File: src/rtl/spi_adc_scanner.sv
// Multi-channel SPI ADC controller (ADC128S022 style): single-shot and round-robin scan.
// Results are tagged with the channel addressed in the previous frame, matching the ADC pipeline.
module spi_adc_scanner #(
    parameter int CLK_DIV      = 8,
    parameter int FRAME_BITS   = 16,
    parameter int DATA_BITS    = 12,
    parameter int NUM_CH       = 8,
    parameter int ADDR_BITS    = 3,
    parameter int ADDR_POS     = 2,
    parameter int QUIET_CYCLES = 20
) (
    input  logic                 clk,
    input  logic                 rst,
    input  logic                 start,
    input  logic [ADDR_BITS-1:0] ch_sel,
    input  logic                 scan_en,
    output logic                 cs_bar,
    output logic                 sclk,
    output logic                 din,
    input  logic                 sdata,
    output logic [DATA_BITS-1:0] data_out,
    output logic [ADDR_BITS-1:0] ch_out,
    output logic                 data_valid,
    output logic                 busy
);

    localparam logic [2:0] IDLE  = 3'd0;
    localparam logic [2:0] SETUP = 3'd1;
    localparam logic [2:0] SHIFT = 3'd2;
    localparam logic [2:0] QUIET = 3'd3;
    localparam logic [2:0] DONE  = 3'd4;

    localparam int CNT_MAX = (CLK_DIV > QUIET_CYCLES) ? CLK_DIV : QUIET_CYCLES;
    localparam int CNT_W   = $clog2(CNT_MAX + 1);
    localparam int BIT_W   = $clog2(FRAME_BITS + 1);

    logic [2:0]            r_state;
    logic [CNT_W-1:0]      r_cnt;
    logic [BIT_W-1:0]      r_bit;
    logic                  r_phase;     // 0 = SCLK low half, 1 = SCLK high half
    logic                  r_scan;
    logic                  r_prime;
    logic [ADDR_BITS-1:0]  r_addr;
    logic [ADDR_BITS-1:0]  r_prev_addr;
    logic [ADDR_BITS-1:0]  r_scan_ptr;
    logic [FRAME_BITS-1:0] r_cap;
    logic                  r_cs_bar;
    logic                  r_sclk;
    logic                  r_din;
    logic [DATA_BITS-1:0]  r_data;
    logic [ADDR_BITS-1:0]  r_ch;
    logic                  r_valid;

    logic                  w_div_end;
    logic                  w_quiet_end;
    logic                  w_last_bit;
    logic [ADDR_BITS-1:0]  w_next_ptr;

    // Address word bit for frame bit i: address MSB-first starting at ADDR_POS, zero elsewhere.
    function automatic logic addr_bit(input logic [ADDR_BITS-1:0] a, input int i);
        if (i >= ADDR_POS && i < ADDR_POS + ADDR_BITS)
            return a[ADDR_BITS-1-(i-ADDR_POS)];
        return 1'b0;
    endfunction

    assign w_div_end   = (r_cnt == CNT_W'(CLK_DIV - 1));
    assign w_quiet_end = (r_cnt == CNT_W'(QUIET_CYCLES - 1));
    assign w_last_bit  = (r_bit == BIT_W'(FRAME_BITS - 1));
    assign w_next_ptr  = (r_scan_ptr == ADDR_BITS'(NUM_CH - 1)) ? '0 : r_scan_ptr + ADDR_BITS'(1);

    always_ff @(posedge clk) begin
        if (rst) begin
            r_state     <= IDLE;
            r_cnt       <= '0;
            r_bit       <= '0;
            r_phase     <= 1'b0;
            r_scan      <= 1'b0;
            r_prime     <= 1'b0;
            r_addr      <= '0;
            r_prev_addr <= '0;
            r_scan_ptr  <= '0;
            r_cap       <= '0;
            r_cs_bar    <= 1'b1;
            r_sclk      <= 1'b1;
            r_din       <= 1'b0;
            r_data      <= '0;
            r_ch        <= '0;
            r_valid     <= 1'b0;
        end else begin
            // NOTE: default-clear each cycle so data_valid can only ever be a single-cycle pulse.
            r_valid <= 1'b0;
            case (r_state)
                IDLE: begin
                    if (scan_en) begin
                        r_addr   <= r_scan_ptr;
                        r_scan   <= 1'b1;
                        r_prime  <= 1'b0;
                        r_state  <= SETUP;
                        r_cs_bar <= 1'b0;
                        r_sclk   <= 1'b1;
                        r_cnt    <= '0;
                    end else if (start) begin
                        r_addr   <= ch_sel;
                        r_scan   <= 1'b0;
                        r_prime  <= (ch_sel != r_prev_addr);
                        r_state  <= SETUP;
                        r_cs_bar <= 1'b0;
                        r_sclk   <= 1'b1;
                        r_cnt    <= '0;
                    end
                end
                SETUP: begin
                    if (w_div_end) begin
                        r_state <= SHIFT;
                        r_sclk  <= 1'b0;
                        r_din   <= addr_bit(r_addr, 0);
                        r_bit   <= '0;
                        r_phase <= 1'b0;
                        r_cnt   <= '0;
                    end else begin
                        r_cnt <= r_cnt + CNT_W'(1);
                    end
                end
                SHIFT: begin
                    if (!w_div_end) begin
                        r_cnt <= r_cnt + CNT_W'(1);
                    end else begin
                        r_cnt <= '0;
                        if (!r_phase) begin
                            r_sclk  <= 1'b1;
                            r_phase <= 1'b1;
                            r_cap   <= {r_cap[FRAME_BITS-2:0], sdata};
                        end else if (w_last_bit) begin
                            r_cs_bar <= 1'b1;
                            r_sclk   <= 1'b1;
                            r_din    <= 1'b0;
                            r_state  <= QUIET;
                        end else begin
                            r_sclk  <= 1'b0;
                            r_phase <= 1'b0;
                            r_bit   <= r_bit + BIT_W'(1);
                            r_din   <= addr_bit(r_addr, int'(r_bit) + 1);
                        end
                    end
                end
                QUIET: begin
                    if (w_quiet_end) begin
                        // Result belongs to the previously addressed channel; publish on entry to DONE.
                        r_state     <= DONE;
                        r_prev_addr <= r_addr;
                        if (!r_prime) begin
                            r_data  <= r_cap[DATA_BITS-1:0];
                            r_ch    <= r_prev_addr;
                            r_valid <= 1'b1;
                        end
                    end else begin
                        r_cnt <= r_cnt + CNT_W'(1);
                    end
                end
                DONE: begin
                    r_cnt <= '0;
                    if (r_scan) begin
                        r_scan_ptr <= w_next_ptr;
                        if (scan_en) begin
                            r_addr   <= w_next_ptr;
                            r_state  <= SETUP;
                            r_cs_bar <= 1'b0;
                        end else begin
                            r_state <= IDLE;
                        end
                    end else if (r_prime) begin
                        r_prime  <= 1'b0;
                        r_state  <= SETUP;
                        r_cs_bar <= 1'b0;
                    end else begin
                        r_state <= IDLE;
                    end
                end
                default: r_state <= IDLE;
            endcase
        end
    end

    assign cs_bar     = r_cs_bar;
    assign sclk       = r_sclk;
    assign din        = r_din;
    assign data_out   = r_data;
    assign ch_out     = r_ch;
    assign data_valid = r_valid;
    assign busy       = (r_state != IDLE);

endmodule

File: config.mk
export PLATFORM = sky130hd
export DESIGN_NAME = spi_adc_scanner
export DESIGN_NICKNAME = d
export VERILOG_FILES = /design/src/rtl/spi_adc_scanner.sv
export SDC_FILE = /design/constraint.sdc
export NUM_CORES = 1
export LEC_CHECK = 0
export BUFFER_PORTS_ARGS = -buffer_cell sky130_fd_sc_hd__buf_2
export CAP_MARGIN = 20
export CORE_ASPECT_RATIO = 1.1
export CORE_MARGIN = 8
export CORE_UTILIZATION = 39
export CTS_CLUSTER_DIAMETER = 120
export DETAILED_ROUTE_END_ITERATION = 8
export GPL_TIMING_DRIVEN = 0
export PLACE_DENSITY = 0.67
export SLEW_MARGIN = 10
export SYNTH_ARGS = -nofsm -noshare
export SYNTH_HDL_FRONTEND = slang
export SYNTH_SLANG_ARGS = --single-unit
export TNS_END_PERCENT = 5
File: constraint.sdc
create_clock -name clk -period 2.3 [get_ports clk]
set_input_delay 0.23 -clock clk [delete_from_list [all_inputs] [get_ports clk]]
set_output_delay 0.23 -clock clk [all_outputs]
set_load 0.03 [all_outputs]
==> results.yml <==
timing:
  tightest_slew_ps: 677
  setup_viol: 0
  post-route-min-period_ps: 2130
  fmax_ghz: 0.470
  holdWs_ps: 151
  tns_ps: 0
  maxSlewViolCount: 0
  grt_setup_unrepaired: "false"
  relSlewSlack_pct: 54.4
  skew_ps: 9.90
  hold_viol: 0
  finalCritPeriodShare_pct: 92.4
setup_path:
  crit_slowest_cell: "dfxtp_1"
  r2r-end: "data_out[5]$_SDFFE_PP0P_"
  crit_path_max_fanout: 10
  path_cells: "ha_2 > and4bb_2 > nand4_4 > or2_2 > clkbuf_2 > buf_2 > nand2_1 > a21oi_1"
  rrSetupSlack_ps: 170
  r2r-start: "r_cnt[0]$_SDFFE_PP0P_"
  cp.required_ps: 2500
  reg2regPathDepth: 8
  critPathLaunchType: "register"
  cp-end-kind: "register"
  crit_family: "simple AND/OR/NAND/NOR gates"
  arrival_ps: 2330
  crit_type: "register to register"
  crit_path_max_incr_delay_ps: 410
  critPathBufInv: 2
cells_and_area:
  fill_cells: 672
  ff_latch_area_sq_um: 1120
  n_antenna_cell: 0
  finalNetCount: 343
  fin_cells: 412
  fin_util_pct: 45.3
  layout-drive-gt1-share_pct: 17.0
  area_growth_pct: 13.5
  multi_input_area_sq_um: 1410
synthesis:
  ys.flop_type: "dfxtp_1"
  ys_ff_latch: 56
  synth_seq_area_share_pct: 43.1
  synth_area_per_cell_sq_um: 8.75
  syn_area_sq_um: 2600
  synth_enable_flop_cells: 0
  syn_nets: 311
  synthCells: 297
  synthDistinctLibCells: 51
  synthArstFlopShare_pct: 0
  yosysWarnings: 0
route:
  drtPass1Iterations: 4
  drc: 0
  vias: 2070
  routed_via_density: 5.02
  ant_nets: 0
  wl_microns: 5770
  wl_per_cell_microns: 14.0
  drtIter0Drc: 124
cts:
  clk_pin_slew_ps: 110
  insertion_delay_ps: 320
  root_buffer: "clkbuf_8"
  cts_tree: "built"
  cts_buffer_depth: 2
  numCtsBuffers: 5
  clock-sinks: 56
  htree_levels: 2
  postCtsHoldBufs: 0
grt:
  antenna_found_initial: 0
  overflow: 0
  grt_use_total_pct: 12.9
  grt_max_degree: 21
  grt_pass1_wl_microns: 10000
  grt_pass1_vias: 2143
floorplanning:
  ioPinCount: 28
  core_area_sq_um: 6520
  rows: 31
  die_y_microns: 102
  die_area_sq_um: 9540
  dieWidth_microns: 93.9
  initial_core_util_pct: 39.9
place:
  hpwl_microns: 4290
  gp_congestion: 0.811
  dpl.cell_count: 404
  port_buffers: 25
hold_path:
  hold_class: "input pin to register"
  min_delay_worst_endpoint: "r_cap[0]$_SDFFE_PP0P_"
  hold_depth: 3
  holdCritStartpoint: "sdata"
run_status:
  status: "complete, no violations"
power_and_ir_drop:
  max-vdd-ir-drop_uv: 389
  p_per_area_nw_per_um2: 723
  leakagePower_uw: 0.00109
run:
  drv_cap: 0
## through the flow
stage,worst slack (ps),power [uW],area [sq um]
3_5_place_dp,12.7,1550,2830
5_1_grt,33.0,2250,2950
3_3_place_gp,72.8,1550,2830
2_1_floorplan,323,1440,2600
6_report,174,2130,2950
4_1_cts,38.8,2150,2940
## per-layer routing
layer | wire, microns | up-vias | track usage [%]
met5 | 0 | - | 0
met4 | 51 | 0 | 4.88
met3 | 217 | 5 | 3.34
met2 | 2750 | 24 | 21.6
met1 | 2750 | 950 | 15.5
li1 | - | 1091 | -
## worst max path at each step
stage	endpoint	slack, ps	start	depth (start not counted)
finish	data_out[5]$_SDFFE_PP0P_	170	r_cnt[0]$_SDFFE_PP0P_	8
global route	r_bit[2]$_SDFFE_PP0P_	30	r_bit[0]$_SDFFE_PP0P_	8
global placement	r_bit[2]$_SDFFE_PP0P_	70	r_bit[0]$_SDFFE_PP0P_	8
CTS	data_out[5]$_SDFFE_PP0P_	40	r_cnt[0]$_SDFFE_PP0P_	8
floorplan	r_bit[2]$_SDFFE_PP0P_	320	r_bit[0]$_SDFFE_PP0P_	8
detailed placement	r_bit[2]$_SDFFE_PP0P_	10	r_bit[0]$_SDFFE_PP0P_	8
## cell usage after synthesis (all sizes together) (5+ instances only)
| master | number | area share [%] |
|---|---|---|
| ha | 6 | 2.9 |
| dfxtp | 56 | 43 |
| nand3 | 7 | 1.3 |
| nor2 | 35 | 5.1 |
| clkbuf | 10 | 1.5 |
| a21oi | 32 | 6.2 |
| nor3 | 7 | 2.2 |
| mux2i | 27 | 10 |
| nand2 | 47 | 6.8 |
| buf | 6 | 1.4 |
| o21ai | 10 | 2.1 |
| nand2b | 5 | 1.2 |
| inv | 5 | 0.72 |
## worst reg2reg max path, stage by stage (launching register included)
cell and delay (ps):
dfxtp_1 410, ha_2 280, and4bb_2 310, nand4_4 170
or2_2 310, clkbuf_2 170, buf_2 210, nand2_1 90
a21oi_1 60
## area by class of cell
cell class / count / share of cell area [%]
Timing Repair Buffer: 25 / 4.24
Sequential cell: 56 / 38.0
Multi-Input combinational cell: 220 / 47.8
Clock inverter: 3 / 0.975
Inverter: 5 / 0.636
Tap cell: 82 / 3.48
Buffer: 16 / 2.59
Clock buffer: 5 / 2.33
## where the power goes
part	total [uW]	switching (uW)	internal [uW]
combinational	470	297	173
sequential	1080	56.6	1020
clock	588	357	231
total	2130	711	1420
## cells in the final DEF (no fill, tap or decap), drive strengths merged, types with 4 or more instances in the layout
master	count
dfxtp	56
nand2	47
nor2	35
a21oi	32
buf	31
mux2i	27
clkbuf	15
o21ai	10
inv	8
nand3	7
nor3	7
ha	6
nand2b	5
nor2b	4
nand3b	4
nor3b	4
xnor2	4
## logic make-up (layout without fill, tap and decap cells)
logic type,after synthesis,after routing,synth area share [%]
mux,27,27,10.4
flops,56,56,43.1
fa+ha+maj,6,6,2.89
compound gates,56,56,13.3
xor+xnor,4,4,1.64
simple gates,127,127,25.0
buf+inv,21,54,3.66
## repair_timing
action,in CTS,in global routing
setup endpoints to repair,1,11
buffers inserted,0,0
pin swaps,0,1
resized for setup,1,3
## registers in the layout, indices dropped and copies added (netlist names), 3 cells and up
signal and cells:
data_out 12, ch_out 3, r_scan_ptr 3, r_cnt 5, r_bit 5, r_cap 12, r_state 3, r_prev_addr 3
r_addr 3
Power figures use the tool's default switching activity.
